--- config.mk ---
export PLATFORM = sky130hd
export DESIGN_NAME = seg7_scan_driver
export DESIGN_NICKNAME = d
export VERILOG_FILES = /design/src/rtl/seg7_scan_driver.sv
export SDC_FILE = /design/constraint.sdc
export NUM_CORES = 1
export LEC_CHECK = 0
export CAP_MARGIN = 25
export CORE_MARGIN = 10
export CORE_UTILIZATION = 52
export CTS_CLUSTER_DIAMETER = 60
export DETAILED_ROUTE_END_ITERATION = 12
export GPL_TIMING_DRIVEN = 0
export PLACE_DENSITY = 0.87
export SYNTH_ARGS = -nofsm -noshare
export SYNTH_HDL_FRONTEND = slang
export SYNTH_SLANG_ARGS = --single-unit
--- constraint.sdc ---
create_clock -name clock -period 2.7 [get_ports clock]
set_input_delay 0.54 -clock clock [delete_from_list [all_inputs] [get_ports clock]]
set_output_delay 0.54 -clock clock [all_outputs]
set_load 0.02 [all_outputs]
--- src/rtl/seg7_scan_driver.sv ---
// Time-multiplexed seven-segment scan driver: one shared segment bus, one-hot digit
// select, frame-coherent snapshot, freeze, leading-zero blanking and per-digit blink.
module seg7_scan_driver #(
    parameter int DIGITS       = 3,
    parameter int DIV          = 4,
    parameter int BLINK_FRAMES = 64
) (
    input  logic                  clock,
    input  logic                  reset,
    input  logic [4*DIGITS-1:0]   value,
    input  logic [DIGITS-1:0]     dp_in,
    input  logic                  blank_lz,
    input  logic [DIGITS-1:0]     blink_en,
    input  logic                  freeze,
    output logic [7:0]            seg,
    output logic [DIGITS-1:0]     digit_sel,
    output logic                  frame_tick
);

    localparam int IDX_W = $clog2((DIGITS > 1) ? DIGITS : 2);
    localparam int DIV_W = $clog2((DIV > 1) ? DIV : 2);
    localparam int BLK_W = $clog2((BLINK_FRAMES > 1) ? BLINK_FRAMES : 2);

    localparam logic [IDX_W-1:0] IDX_LAST = IDX_W'(DIGITS - 1);
    localparam logic [DIV_W-1:0] DIV_LAST = DIV_W'(DIV - 1);
    localparam logic [BLK_W-1:0] BLK_LAST = BLK_W'(BLINK_FRAMES - 1);

    logic [DIV_W-1:0]    div_cnt;
    logic [IDX_W-1:0]    idx;
    logic [BLK_W-1:0]    blink_cnt;
    logic                blink_ph;
    logic                first_cyc;
    logic [4*DIGITS-1:0] snap_val;
    logic [DIGITS-1:0]   snap_dp;

    logic                div_last;
    logic                idx_last;
    logic                idx_wrap;
    logic                snap_load;
    logic [4*DIGITS-1:0] src_val;
    logic [DIGITS-1:0]   src_dp;
    logic [3:0]          cur_nib;
    logic                cur_dp;
    logic                cur_blink;
    logic                lz_blank;
    logic                zero_run;
    logic [7:0]          seg_d;
    logic [DIGITS-1:0]   sel_d;

    function automatic logic [6:0] hex_to_seg(input logic [3:0] nib);
        logic [6:0] s;
        case (nib)
            4'h0:    s = 7'b1111110;
            4'h1:    s = 7'b0110000;
            4'h2:    s = 7'b1101101;
            4'h3:    s = 7'b1111001;
            4'h4:    s = 7'b0110011;
            4'h5:    s = 7'b1011011;
            4'h6:    s = 7'b1011111;
            4'h7:    s = 7'b1110000;
            4'h8:    s = 7'b1111111;
            4'h9:    s = 7'b1111011;
            4'hA:    s = 7'b1110111;
            4'hB:    s = 7'b0011111;
            4'hC:    s = 7'b1001110;
            4'hD:    s = 7'b0111101;
            4'hE:    s = 7'b1001111;
            default: s = 7'b1000111;
        endcase
        return s;
    endfunction

    assign div_last  = (div_cnt == DIV_LAST);
    assign idx_last  = (idx == IDX_LAST);
    assign idx_wrap  = div_last && idx_last;
    assign snap_load = (first_cyc || idx_wrap) && !freeze;

    // The first post-reset cycle decodes digit 0 from the value being captured right
    // now, so the very first displayed digit already belongs to the fresh snapshot.
    assign src_val = (first_cyc && !freeze) ? value : snap_val;
    assign src_dp  = (first_cyc && !freeze) ? dp_in : snap_dp;

    always_comb begin
        cur_nib   = 4'h0;
        cur_dp    = 1'b0;
        cur_blink = 1'b0;
        lz_blank  = 1'b0;
        zero_run  = 1'b1;
        sel_d     = '0;
        // Walk from the most significant nibble down so zero_run means "this and all above are 0".
        for (int i = DIGITS - 1; i >= 0; i--) begin
            zero_run = zero_run && (src_val[4*i +: 4] == 4'h0);
            sel_d[i] = (idx == IDX_W'(i));
            if (idx == IDX_W'(i)) begin
                cur_nib   = src_val[4*i +: 4];
                cur_dp    = src_dp[i];
                cur_blink = blink_en[i];
                lz_blank  = blank_lz && (i > 0) && zero_run;
            end
        end
    end

    always_comb begin
        seg_d = {hex_to_seg(cur_nib), cur_dp};
        if (blink_ph && cur_blink) begin
            seg_d = 8'h00;
        end else if (lz_blank) begin
            seg_d = {7'b0000000, cur_dp};
        end
    end

    // Scan counters, blink phase and snapshot registers
    always_ff @(posedge clock) begin
        if (reset) begin
            div_cnt    <= '0;
            idx        <= '0;
            blink_cnt  <= '0;
            blink_ph   <= 1'b0;
            first_cyc  <= 1'b1;
            snap_val   <= '0;
            snap_dp    <= '0;
            frame_tick <= 1'b0;
        end else begin
            first_cyc  <= 1'b0;
            frame_tick <= idx_wrap;
            div_cnt    <= div_last ? '0 : div_cnt + DIV_W'(1);
            if (div_last) begin
                idx <= idx_last ? '0 : idx + IDX_W'(1);
            end
            if (frame_tick) begin
                if (blink_cnt == BLK_LAST) begin
                    blink_cnt <= '0;
                    blink_ph  <= !blink_ph;
                end else begin
                    blink_cnt <= blink_cnt + BLK_W'(1);
                end
            end
            if (snap_load) begin
                snap_val <= value;
                snap_dp  <= dp_in;
            end
        end
    end

    // Output register stage: pins show the digit addressed by idx one cycle earlier
    always_ff @(posedge clock) begin
        if (reset) begin
            seg       <= 8'h00;
            digit_sel <= '0;
        end else begin
            seg       <= seg_d;
            digit_sel <= sel_d;
        end
    end

endmodule

==> results by group <==
Status
  – Status: finished, final reports clean

Timing
  – Actual slew at the worst max-slew pin: ~0.65 ns
  – Final Setup Violations: 0
  – RSZ-0062 raised after global routing: no
  – Smallest hold slack: 0.454 ns
  – Post-route setup TNS: 0 ns
  – Fin Clk Skew: 0.00750 ns
  – Max_slew headroom: 0.567
  – Fmax: 388 MHz
  – Crit share post-route: 0.955
  – Max Slew Vio Count: 0
  – Min Clock Period, post-route: 2.58 ns
  – Final hold violations: 0

Synthesis
  – FFs w/ async S/R, synth: 0
  – Seq/Total Area, Yosys: 0.405
  – Compound-cell area share of the yosys netlist: 0.125
  – Main flop type after synthesis: dfxtp_1
  – Most frequent cells after synthesis: dfxtp_1 (39), nor2_1 (33), mux2i_1 (28), nand2_1 (14)
  – Top-area cell type share of the netlist area: 0.405
  – Adder-cell share of the synthesized area: 0.0584
  – Cells after Synth: 206
  – Syn. warnings: 0
  – Post-synth EDFFs: 0
  – Yosys reg bits: 39
  – Mean area per synthesized cell: about 9.4 µm²
  – Leading post-synthesis cells by cell area: dfxtp_1 (41%), mux2i_1 (15%), nor2_1 (6.4%)
  – Yosys cell types: 41
  – Xor-xnor portion of the synthesized cell area: 0.0273
  – Syn nets: 237
  – Leading area contributor after synthesis: dfxtp_1
  – Largest family of logic cells by synthesized area: simple AND/OR/NAND/NOR gates
  – Multiplexer share of the synthesized area: 0.169
  – Synth Area in Simple Gates: 0.181
  – Post-Syn Area: 0.00193 mm²
  – Top-count cell post-synth: dfxtp_1

CTS
  – CTS clk-pin slew, worst paths: ~0.080 ns
  – Clock buffer depth: 2
  – Post-cts hold buffer count: 0
  – Clock Latency Late Sink: 0.29 ns
  – Number of clock sinks: 39
  – CTS HTree Levels: 2
  – Number of CTS-inserted buffers: 5
  – Clock Tree Root: clkbuf_8
  – CTS tree: done

Floorplan
  – Initial core utilization: 0.530
  – Io pins: 34
  – Die footprint: roughly 0.0065 mm²
  – Core Area: 0.00363 mm²
  – Num rows: 22
  – Die Span Y: 80.9 µm
  – Die Width: roughly 80 µm

Worst setup path
  – FF-to-FF End: seg[3]
  – Required time worst endpoint: 2.89 ns
  – R2R cell count: 9
  – Crit path max fanout: 6
  – Crit path cell chain: clkdlybuf4s50_1 > nor2b_1 > buf_6 > mux4_2 > nand2b_1 > o21ai_2 > inv_1 > ha_1 > mux2i_1 > o221a_2
  – Slowest stage delay, CP: 0.48 ns
  – Nature of the critical path startpoint: primary input
  – Critical Path End: seg[3]
  – Worst path arrival time: 2.76 ns
  – WP buf/inv: 3
  – Critical path class: in2reg
  – Largest delay share family, worst path: buffers and inverters
  – CP Launch Point: freeze
  – Stages on the worst setup path: 10
  – Reg-to-Reg Start: first_cyc
  – CP Capture Type: flop
  – Worst path slowest cell: mux4_2
  – Flop-to-flop setup slack: 0.45 ns

Placed design
  – Placed Area: approximately 0.0023 mm²
  – Routability Congestion: 0.823
  – IO buf count: 33
  – Post-DP HPWL: 3.22 mm

Layout
  – Fillcell total: between 300 and 400
  – Area Growth Syn to Fin: 24.8%
  – Final Instance Area: 0.00240 mm²
  – Antenna cells: 0
  – Layout cells sized above 1: 0.0850
  – Footprint of the multi-input gates: 0.00108 mm²
  – Nets: 277
  – Seq. cell area: approximately 780 µm²
  – Fin util: 0.662

Power and ir drop
  – Worst VDD drop: 0.284 mV
  – Leak pwr: 0.929 nW
  – Design Power: 1.29 mW
  – Power Density: around 540 mW/mm²

Detailed routing
  – Aggregate routed wire length: between 4 and 5 mm
  – DRC: 0
  – Wirelength per Cell: around 14 µm
  – Iteration count of the initial detailed-routing pass: 4
  – Via density: between 5 and 6
  – DRT iter0 DRCs: 117
  – Antenna Nets Post-Route: 0
  – Vias after detailed routing: 1,582

GRT
  – Initial antenna violation count: 0
  – First-pass GRT wire length: approximately 6.9 mm
  – Global Route Usage Sum: 0.132
  – Largest net degree at the start of global routing: 13
  – Overflow after GRT: 0
  – Number of global-route vias before repair: 1,501

Flow run
  – Max cap viols: 0

Min path
  – HP Class: reg2reg
metal layers:
| layer | global-route usage | up-vias | part of all wire |
|---|---|---|---|
| met5 | 0 | - | 0 |
| met4 | 0.0467 | 0 | 0.012 |
| met3 | 0.0375 | 4 | 0.056 |
| met2 | 0.213 | 46 | 0.45 |
| met1 | 0.166 | 726 | 0.48 |
| li1 | - | 806 | - |
stage by stage:
step	setup WS [ns]	instances
floorplan	0.468	206
global placement	-0.183	287
detailed placement	-0.236	287
CTS	0.0398	295
global route	0.0156	295
finish	0.123	295
flip-flops by register name (all words and copies together) (netlist names):
register	cells
blink_cnt	6
blink_ph	1
digit_sel	3
div_cnt	2
first_cyc	1
frame_tick	1
idx	2
seg	8
snap_dp	3
snap_val	12
layout by cell type (no fill, tap or decap), types with 3 or more instances in the layout:
cell,netlist,layout
a21oi_1,8,8
clkbuf_1,4,4
clkbuf_8,0,5
clkdlybuf4s50_1,0,33
clkinv_2,0,3
dfxtp_1,39,39
ha_1,9,9
inv_1,4,3
mux2i_1,28,28
nand2_1,14,14
nand2b_1,4,4
nand3_1,3,3
nor2_1,33,33
nor2b_1,3,3
nor3_1,9,9
o21ai_0,4,4
o221a_2,4,4
xnor2_1,3,3
xor2_1,3,3
cell families (layout without fill, tap and decap cells):
logic type | Yosys count | in the layout
xor+xnor | 6 | 6
buf+inv | 13 | 54
fa+ha+maj | 9 | 9
compound gates | 33 | 33
flops | 39 | 39
simple gates | 76 | 76
mux | 30 | 30
report_power, final:
part           switching (mW)  internal (mW)  total (mW)
sequential             0.0141          0.610       0.624
clock                   0.203          0.177       0.379
combinational           0.146          0.138       0.284
total                   0.363          0.925        1.29
worst min path at each step:
stage	from	to	slack, ns	depth (start not counted)
4_1_cts	div_cnt[0]	div_cnt[0]	0.45	1
6_report	div_cnt[0]	div_cnt[0]	0.45	1
3_5_place_dp	div_cnt[0]	div_cnt[0]	0.44	1
5_1_grt	div_cnt[0]	div_cnt[0]	0.48	1
2_1_floorplan	div_cnt[0]	div_cnt[0]	0.40	1
3_3_place_gp	div_cnt[0]	div_cnt[0]	0.41	1
area by class of cell:
cell class	instances	share of cell area
multi-input cells	154	0.451
plain buffers	9	0.0208
repair buffers	33	0.137
clock inverters	3	0.00624
clock buffers	5	0.0286
well taps	48	0.0250
flip-flops and latches	39	0.325
inverters	4	0.00624
timing repair:
item,CTS,global route
setup buffers,0,0
resized for setup,0,2
endpoints found under the setup margin,0,6
Note: power is estimated with default switching activity, not from simulation.
